$ cat src/rtl/gate_result_collector.sv
// gate_result_collector
//   Collects WIDTH serial 1-bit gate results from the basicgates unit into a
//   parallel word, LSB first. Each accepted beat selects one gate output by
//   opcode. The finished word and its popcount are offered downstream over a
//   valid/ready handshake.
//
// Ports
//   clk         rising-edge clock
//   rst         synchronous reset, active-high
//   start       begin a new word (IDLE, or HOLD together with the handshake)
//   in_valid    beat (op/y) valid
//   in_ready    collector accepts a beat this cycle
//   op          gate select 0..6 -> y[0]..y[6]; 7 is illegal and yields bit 0
//   y           gate outputs, y[0]=y1 ... y[6]=y7
//   busy        high while collecting
//   out_valid   assembled word available
//   out_ready   downstream takes the word
//   out_word    assembled word, bit i = i-th accepted beat
//   ones_count  number of ones in out_word
//   op_err      sticky flag: an illegal op was accepted in the current word
//
// state   | meaning
// --------+-----------------------------------------------------------
// IDLE    | waiting for start; last word's outputs remain visible
// COLLECT | accepting beats until WIDTH bits have been assembled
// HOLD    | word offered downstream; waits for out_ready
module gate_result_collector #(
  parameter int WIDTH = 8,
  parameter int CNTW  = 4
) (
  input  logic             clk,
  input  logic             rst,
  input  logic             start,
  input  logic             in_valid,
  output logic             in_ready,
  input  logic [2:0]       op,
  input  logic [6:0]       y,
  output logic             busy,
  output logic             out_valid,
  input  logic             out_ready,
  output logic [WIDTH-1:0] out_word,
  output logic [CNTW-1:0]  ones_count,
  output logic             op_err
);

  typedef enum logic [1:0] {
    IDLE    = 2'd0,
    COLLECT = 2'd1,
    HOLD    = 2'd2
  } state_t;

  state_t           state_q, state_d;
  logic [CNTW-1:0]  idx_q, idx_d;
  logic [WIDTH-1:0] word_q, word_d;
  logic [CNTW-1:0]  ones_q, ones_d;
  logic             err_q, err_d;
  logic             in_ready_q, in_ready_d;
  logic             busy_q, busy_d;
  logic             out_valid_q, out_valid_d;

  logic [7:0] y_ext;
  logic       bit_in;
  logic       beat;
  logic       last_beat;

  // y_ext[7] is tied low so op==7 naturally selects a 0 bit.
  assign y_ext     = {1'b0, y};
  assign bit_in    = y_ext[op];
  assign beat      = in_valid & in_ready_q;
  assign last_beat = (idx_q == CNTW'(WIDTH - 1));

  always_comb begin
    state_d = state_q;
    idx_d   = idx_q;
    word_d  = word_q;
    ones_d  = ones_q;
    err_d   = err_q;

    case (state_q)
      IDLE: begin
        if (start) begin
          state_d = COLLECT;
          idx_d   = '0;
          word_d  = '0;
          ones_d  = '0;
          err_d   = 1'b0;
        end
      end

      COLLECT: begin
        if (beat) begin
          // Compare-and-write per bit so the CNTW-wide index never has to
          // select directly into the narrower word.
          for (int i = 0; i < WIDTH; i++) begin
            if (idx_q == CNTW'(i)) word_d[i] = bit_in;
          end
          ones_d = ones_q + {{(CNTW-1){1'b0}}, bit_in};
          idx_d  = idx_q + {{(CNTW-1){1'b0}}, 1'b1};
          if (op == 3'd7) err_d = 1'b1;
          if (last_beat) state_d = HOLD;
        end
      end

      HOLD: begin
        // out_valid is always high in HOLD, so out_ready alone completes it.
        if (out_ready) begin
          if (start) begin
            state_d = COLLECT;
            idx_d   = '0;
            word_d  = '0;
            ones_d  = '0;
            err_d   = 1'b0;
          end else begin
            state_d = IDLE;
          end
        end
      end

      default: state_d = IDLE;
    endcase

    // Handshake outputs are registered from the next state so they change on
    // the same edge as the state itself.
    in_ready_d  = (state_d == COLLECT);
    busy_d      = (state_d == COLLECT);
    out_valid_d = (state_d == HOLD);
  end

  always_ff @(posedge clk) begin
    if (rst) begin
      state_q     <= IDLE;
      idx_q       <= '0;
      word_q      <= '0;
      ones_q      <= '0;
      err_q       <= 1'b0;
      in_ready_q  <= 1'b0;
      busy_q      <= 1'b0;
      out_valid_q <= 1'b0;
    end else begin
      state_q     <= state_d;
      idx_q       <= idx_d;
      word_q      <= word_d;
      ones_q      <= ones_d;
      err_q       <= err_d;
      in_ready_q  <= in_ready_d;
      busy_q      <= busy_d;
      out_valid_q <= out_valid_d;
    end
  end

  assign in_ready   = in_ready_q;
  assign busy       = busy_q;
  assign out_valid  = out_valid_q;
  assign out_word   = word_q;
  assign ones_count = ones_q;
  assign op_err     = err_q;

endmodule

$ cat config.mk
export PLATFORM = sky130hd
export DESIGN_NAME = gate_result_collector
export DESIGN_NICKNAME = d
export VERILOG_FILES = /design/src/rtl/gate_result_collector.sv
export SDC_FILE = /design/constraint.sdc
export NUM_CORES = 1
export LEC_CHECK = 0
export CAP_MARGIN = 30
export CORE_MARGIN = 2
export CORE_UTILIZATION = 25
export DETAILED_ROUTE_END_ITERATION = 6
export SLEW_MARGIN = 20
export SYNTH_ARGS = -nofsm -noshare
export SYNTH_HDL_FRONTEND = slang
export SYNTH_SLANG_ARGS = --single-unit
$ cat constraint.sdc
create_clock -name clk -period 1.9 [get_ports clk]
set_input_delay 0.475 -clock clk [delete_from_list [all_inputs] [get_ports clk]]
set_output_delay 0.475 -clock clk [all_outputs]
set_load 0.02 [all_outputs]
==> results <==
- The flow ran to the end, and the final reports show no timing, DRC or antenna violations.
- The routing usage on met3 is 0.0346.
- In this run the most critical hold path is launched from out_word[3].
- The DRC violation count after routing is 0.
- For this block, the initial DRC count from the detailed router was 23.
- The later pin in the worst-skew pair is clocked with a latency of 0.26 ns.
- The smallest setup slack after layout is 0.0405 ns.
- The H-tree depth reported by CTS is 1.
- The highest fanout seen on the critical path is 2.
- After filler insertion, the fill cell instance count of the layout stands at 446.
- The path with the worst hold slack has its endpoint at out_word[3].
- The width of the chip is 70.0 um.
- The effective utilization at floorplan is 0.256.
- For this run, the register share of the synthesized area comes to 0.386.
- The die is 70.0 um tall.
- Based on the critical path, the design can be clocked at up to 538 MHz.
- The overall power consumption is 0.000914 W.
- When the netlist entered floorplanning its net count stood at 138.
- The count of inserted antenna diode cells is 0.
- The final routed wirelength across all metal layers is 2560 um.
- The combined area of all synthesized cells is between 0.001 and 0.0015 mm2.
- TritonCTS built the clock tree.
- The clock passes through at most 2 buffers.
- STA classifies the critical path endpoint as a register.
- The initialized floorplan defines 24 standard-cell rows.
- The per-cell via count in the routed design is ~4.8.
- The count of cells in the finished layout, fillers not included, comes to 203.
- In this run the number of cells on the critical path is 7.
- The count of endpoints failing hold in the final timing report is 0.
- Summing all multi-input logic gate instances after layout gives 649 um2.
- Prior to clock tree synthesis, the placed netlist has a worst setup slack of -0.743 ns.
- Measured on the finished design, the core utilization comes to 0.359.
- The worst hold path belongs to the class register to register.
- The post-route minimum period is 1.86 ns.
- The maximum vdd ir drop is 0.527 mV.
- The data arrival time of the critical path is 2.05 ns.
- The cell that appears most often on the critical path is sky130_fd_sc_hd__ha_4.
- Synthesis inferred 21 register bits.
- The depth of the worst hold-timing path is 2.
- In the global route stage, overall resource usage came out at 0.109.
- The number of clock sinks seen by CTS is 21.
- The final hold slack is 0.470 ns.
- The detailed router placed approximately 970 vias in this run.
- The worst setup path is launched from a primary input.
- The worst flop-to-flop path endpoint is out_word[6].
- Pin placement for this block handled 31 I/O pins.
- The actual transition at the worst max-transition pin is 0.306 ns.
- The startpoint of the worst register-to-register path is state_q[0].
- The number of antenna violations at the first check in global routing was 0.
- The fraction of final layout cells sized beyond drive strength 1 is 0.166.
- The delay contributed by the slowest stage of the critical path is 0.51 ns.
- Setup violations remaining at the end of the flow were counted as 0.
- The global-route wire length before repair is 4360 um.
- The floorplan step defined a die boundary enclosing 0.00490 mm2.
- Entering global routing, the biggest net connects 12 pins.
- The number of pins exceeding their max-slew limit in the final report is 0.
- In this run the most used layer during global routing was met2.
- The net count of the finished layout is 173.
- The footprint of the flip-flops and latches is 420 um2.
- For met2 alone, demand over resource in global routing was 0.201.
- The final critical-path share of the clock period is 0.979.
- The number of cells on the worst reg-to-reg path is 5.
- The worst setup path category is primary input to register.
- After clock tree synthesis, the clock-pin slew on the worst setup and hold paths is 0.07 ns.
- The library cell used as clock root buffer is sky130_fd_sc_hd__clkbuf_8.
- The number of clock buffers added by TritonCTS is 3.
- In this run the mean area of a mapped cell was 9.31 um2.
- Measured against its own limit, the worst slew margin works out to 0.796.
- The Yosys step of the flow raised 0 warnings.
- The flop-to-flop setup slack is roughly 0.35 ns.
- Setup repair after global routing left no endpoint under its margin.
- Buffers placed on the I/O ports in this run total 30.
- After global routing the overflow that remains totals 0.
- The critical path goes through dlygate4sd2_1, and2b_2, mux4_2, ha_4, ha_4, nand4b_1, a21oi_1.
- The number of placed cells counting well taps is 198.
- The length of the first detailed-routing pass in iterations is 4.
- The area growth from synthesis to layout is 40.3%.
- The master of the slowest instance on the critical path is sky130_fd_sc_hd__mux4_2.
- The clock arrives with 0.00316 ns of skew.
- In the layout the commonest cells are sky130_fd_sc_hd__dfxtp_1 (21), sky130_fd_sc_hd__clkdlybuf4s50_1 (21), sky130_fd_sc_hd__a21oi_1 (12).
- The reported leakage power is roughly 0.59 nW.
- Across the run, the number of max-cap violations was 0.
- The power density relative to cell area is between 500 and 600 mW/mm2.
- The number of buffers and inverters on the critical path is 1.
- Buffers inserted to repair hold after CTS numbered 0.
- The cell family contributing the most delay on the critical path is multiplexers.
- The data required time of the worst path is 2.09 ns.
- The via count of the first global-routing pass is 993.
- After detailed routing, the average wire length per cell comes to 12.6 um.
- The congestion estimate from routability-driven global placement came to about 0.79.
- The number of cells produced by synthesis is 117.
- Counting distinct cell types in the post-synthesis netlist gives 34.
- Once detail routing completed, the nets flagged for antenna violations numbered 0.
- Once detailed placement completed, the half-perimeter wirelength came to 2000 um.
- The region available for standard cell placement spans 0.00426 mm2.
- For met1 alone, demand over resource in global routing was 0.126.
registers in the layout, summed over array words and instances, names as in the netlist:
signal / flops
out_word: 8
idx_q: 4
ones_count: 4
state_q: 2
busy: 1
op_err: 1
out_valid: 1
routing by layer:
layer	routed length, um	share of wire	vias to the layer above
met2	1310	0.51	27
met1	1110	0.44	459
met3	113	0.044	4
met5	0	0	-
li1	-	-	484
met4	17	0.0066	0
how the worst max path moves through the flow:
stage                      from             to  slack (ns)
after floorplan           op[0]  ones_count[1]       -0.06
final                      y[6]  ones_count[1]        0.04
after detailed placement  op[0]  ones_count[1]       -0.74
after CTS                 op[0]  ones_count[1]        0.01
after global placement    op[0]  ones_count[1]       -0.69
after global routing       y[6]  ones_count[1]       0.004
through the flow:
stage / setup TNS [ns] / instance area, um2
after floorplan: -0.0595 / 1130
after global placement: -6.04 / 1490
after detailed placement: -6.71 / 1490
after CTS: 0 / 1530
after global routing: 0 / 1530
final: 0 / 1530
layout make-up:
| class | instances | area share |
|---|---|---|
| multi-input combinational | 86 | 0.425 |
| clock buffer | 4 | 0.0295 |
| sequential | 21 | 0.275 |
| inverter | 4 | 0.00982 |
| tap | 52 | 0.0426 |
| timing repair buffer | 36 | 0.218 |
repair_timing:
action,4_1_cts,5_1_grt
resized for setup,19,3
pin swaps,3,3
setup endpoints to repair,12,1
buffers inserted,0,1
report_power, final:
group / switching, W / internal (W)
logic: 0.0000769 / 0.0000832
clock network: 0.000143 / 0.000150
registers: 0.0000115 / 0.000450
cell usage after synthesis:
master / number / area, um2
sky130_fd_sc_hd__dfxtp_1: 21 / 420
sky130_fd_sc_hd__a21oi_1: 12 / 60.1
sky130_fd_sc_hd__o21ai_0: 8 / 40.0
sky130_fd_sc_hd__nand2_1: 7 / 26.3
sky130_fd_sc_hd__ha_1: 6 / 75.1
sky130_fd_sc_hd__nand3_1: 6 / 30.0
sky130_fd_sc_hd__mux2i_1: 5 / 50.1
sky130_fd_sc_hd__inv_1: 4 / 15.0
sky130_fd_sc_hd__nor2_1: 4 / 15.0
sky130_fd_sc_hd__nor2b_1: 4 / 25.0
sky130_fd_sc_hd__or3_1: 4 / 25.0
sky130_fd_sc_hd__and2b_1: 3 / 22.5
sky130_fd_sc_hd__buf_4: 3 / 22.5
sky130_fd_sc_hd__mux2_2: 3 / 33.8
sky130_fd_sc_hd__nand2b_1: 3 / 18.8
sky130_fd_sc_hd__o31ai_1: 3 / 22.5
sky130_fd_sc_hd__a211oi_1: 2 / 15.0
sky130_fd_sc_hd__clkbuf_1: 2 / 7.51
sky130_fd_sc_hd__nand4b_1: 2 / 17.5
sky130_fd_sc_hd__a21o_1: 1 / 7.51
sky130_fd_sc_hd__a21oi_4: 1 / 16.3
sky130_fd_sc_hd__a31oi_1: 1 / 6.26
sky130_fd_sc_hd__a41oi_1: 1 / 8.76
sky130_fd_sc_hd__and2_1: 1 / 6.26
sky130_fd_sc_hd__and2b_2: 1 / 8.76
sky130_fd_sc_hd__and4b_1: 1 / 10.0
sky130_fd_sc_hd__buf_6: 1 / 11.3
sky130_fd_sc_hd__mux4_2: 1 / 22.5
sky130_fd_sc_hd__nand2_4: 1 / 11.3
sky130_fd_sc_hd__nand2b_2: 1 / 8.76
sky130_fd_sc_hd__nand4_1: 1 / 6.26
sky130_fd_sc_hd__nor2b_2: 1 / 8.76
sky130_fd_sc_hd__or2_2: 1 / 6.26
sky130_fd_sc_hd__xnor2_1: 1 / 8.76
cell families (layout without fill, tap and decap cells):
group,count (synthesis),in the layout,synth area share
flops,21,21,0.386
simple gates,41,41,0.226
fa+ha+maj,6,6,0.0689
mux,9,9,0.0976
xor+xnor,1,1,0.00804
compound gates,29,29,0.162
buf+inv,10,44,0.0517
worst min-delay path: stages, from the launching register on:
cell and delay (ns):
sky130_fd_sc_hd__dfxtp_1 0.32, sky130_fd_sc_hd__nand2_1 0.05, sky130_fd_sc_hd__mux2i_1 0.06
No activity file was read; power rests on OpenSTA's default activity.
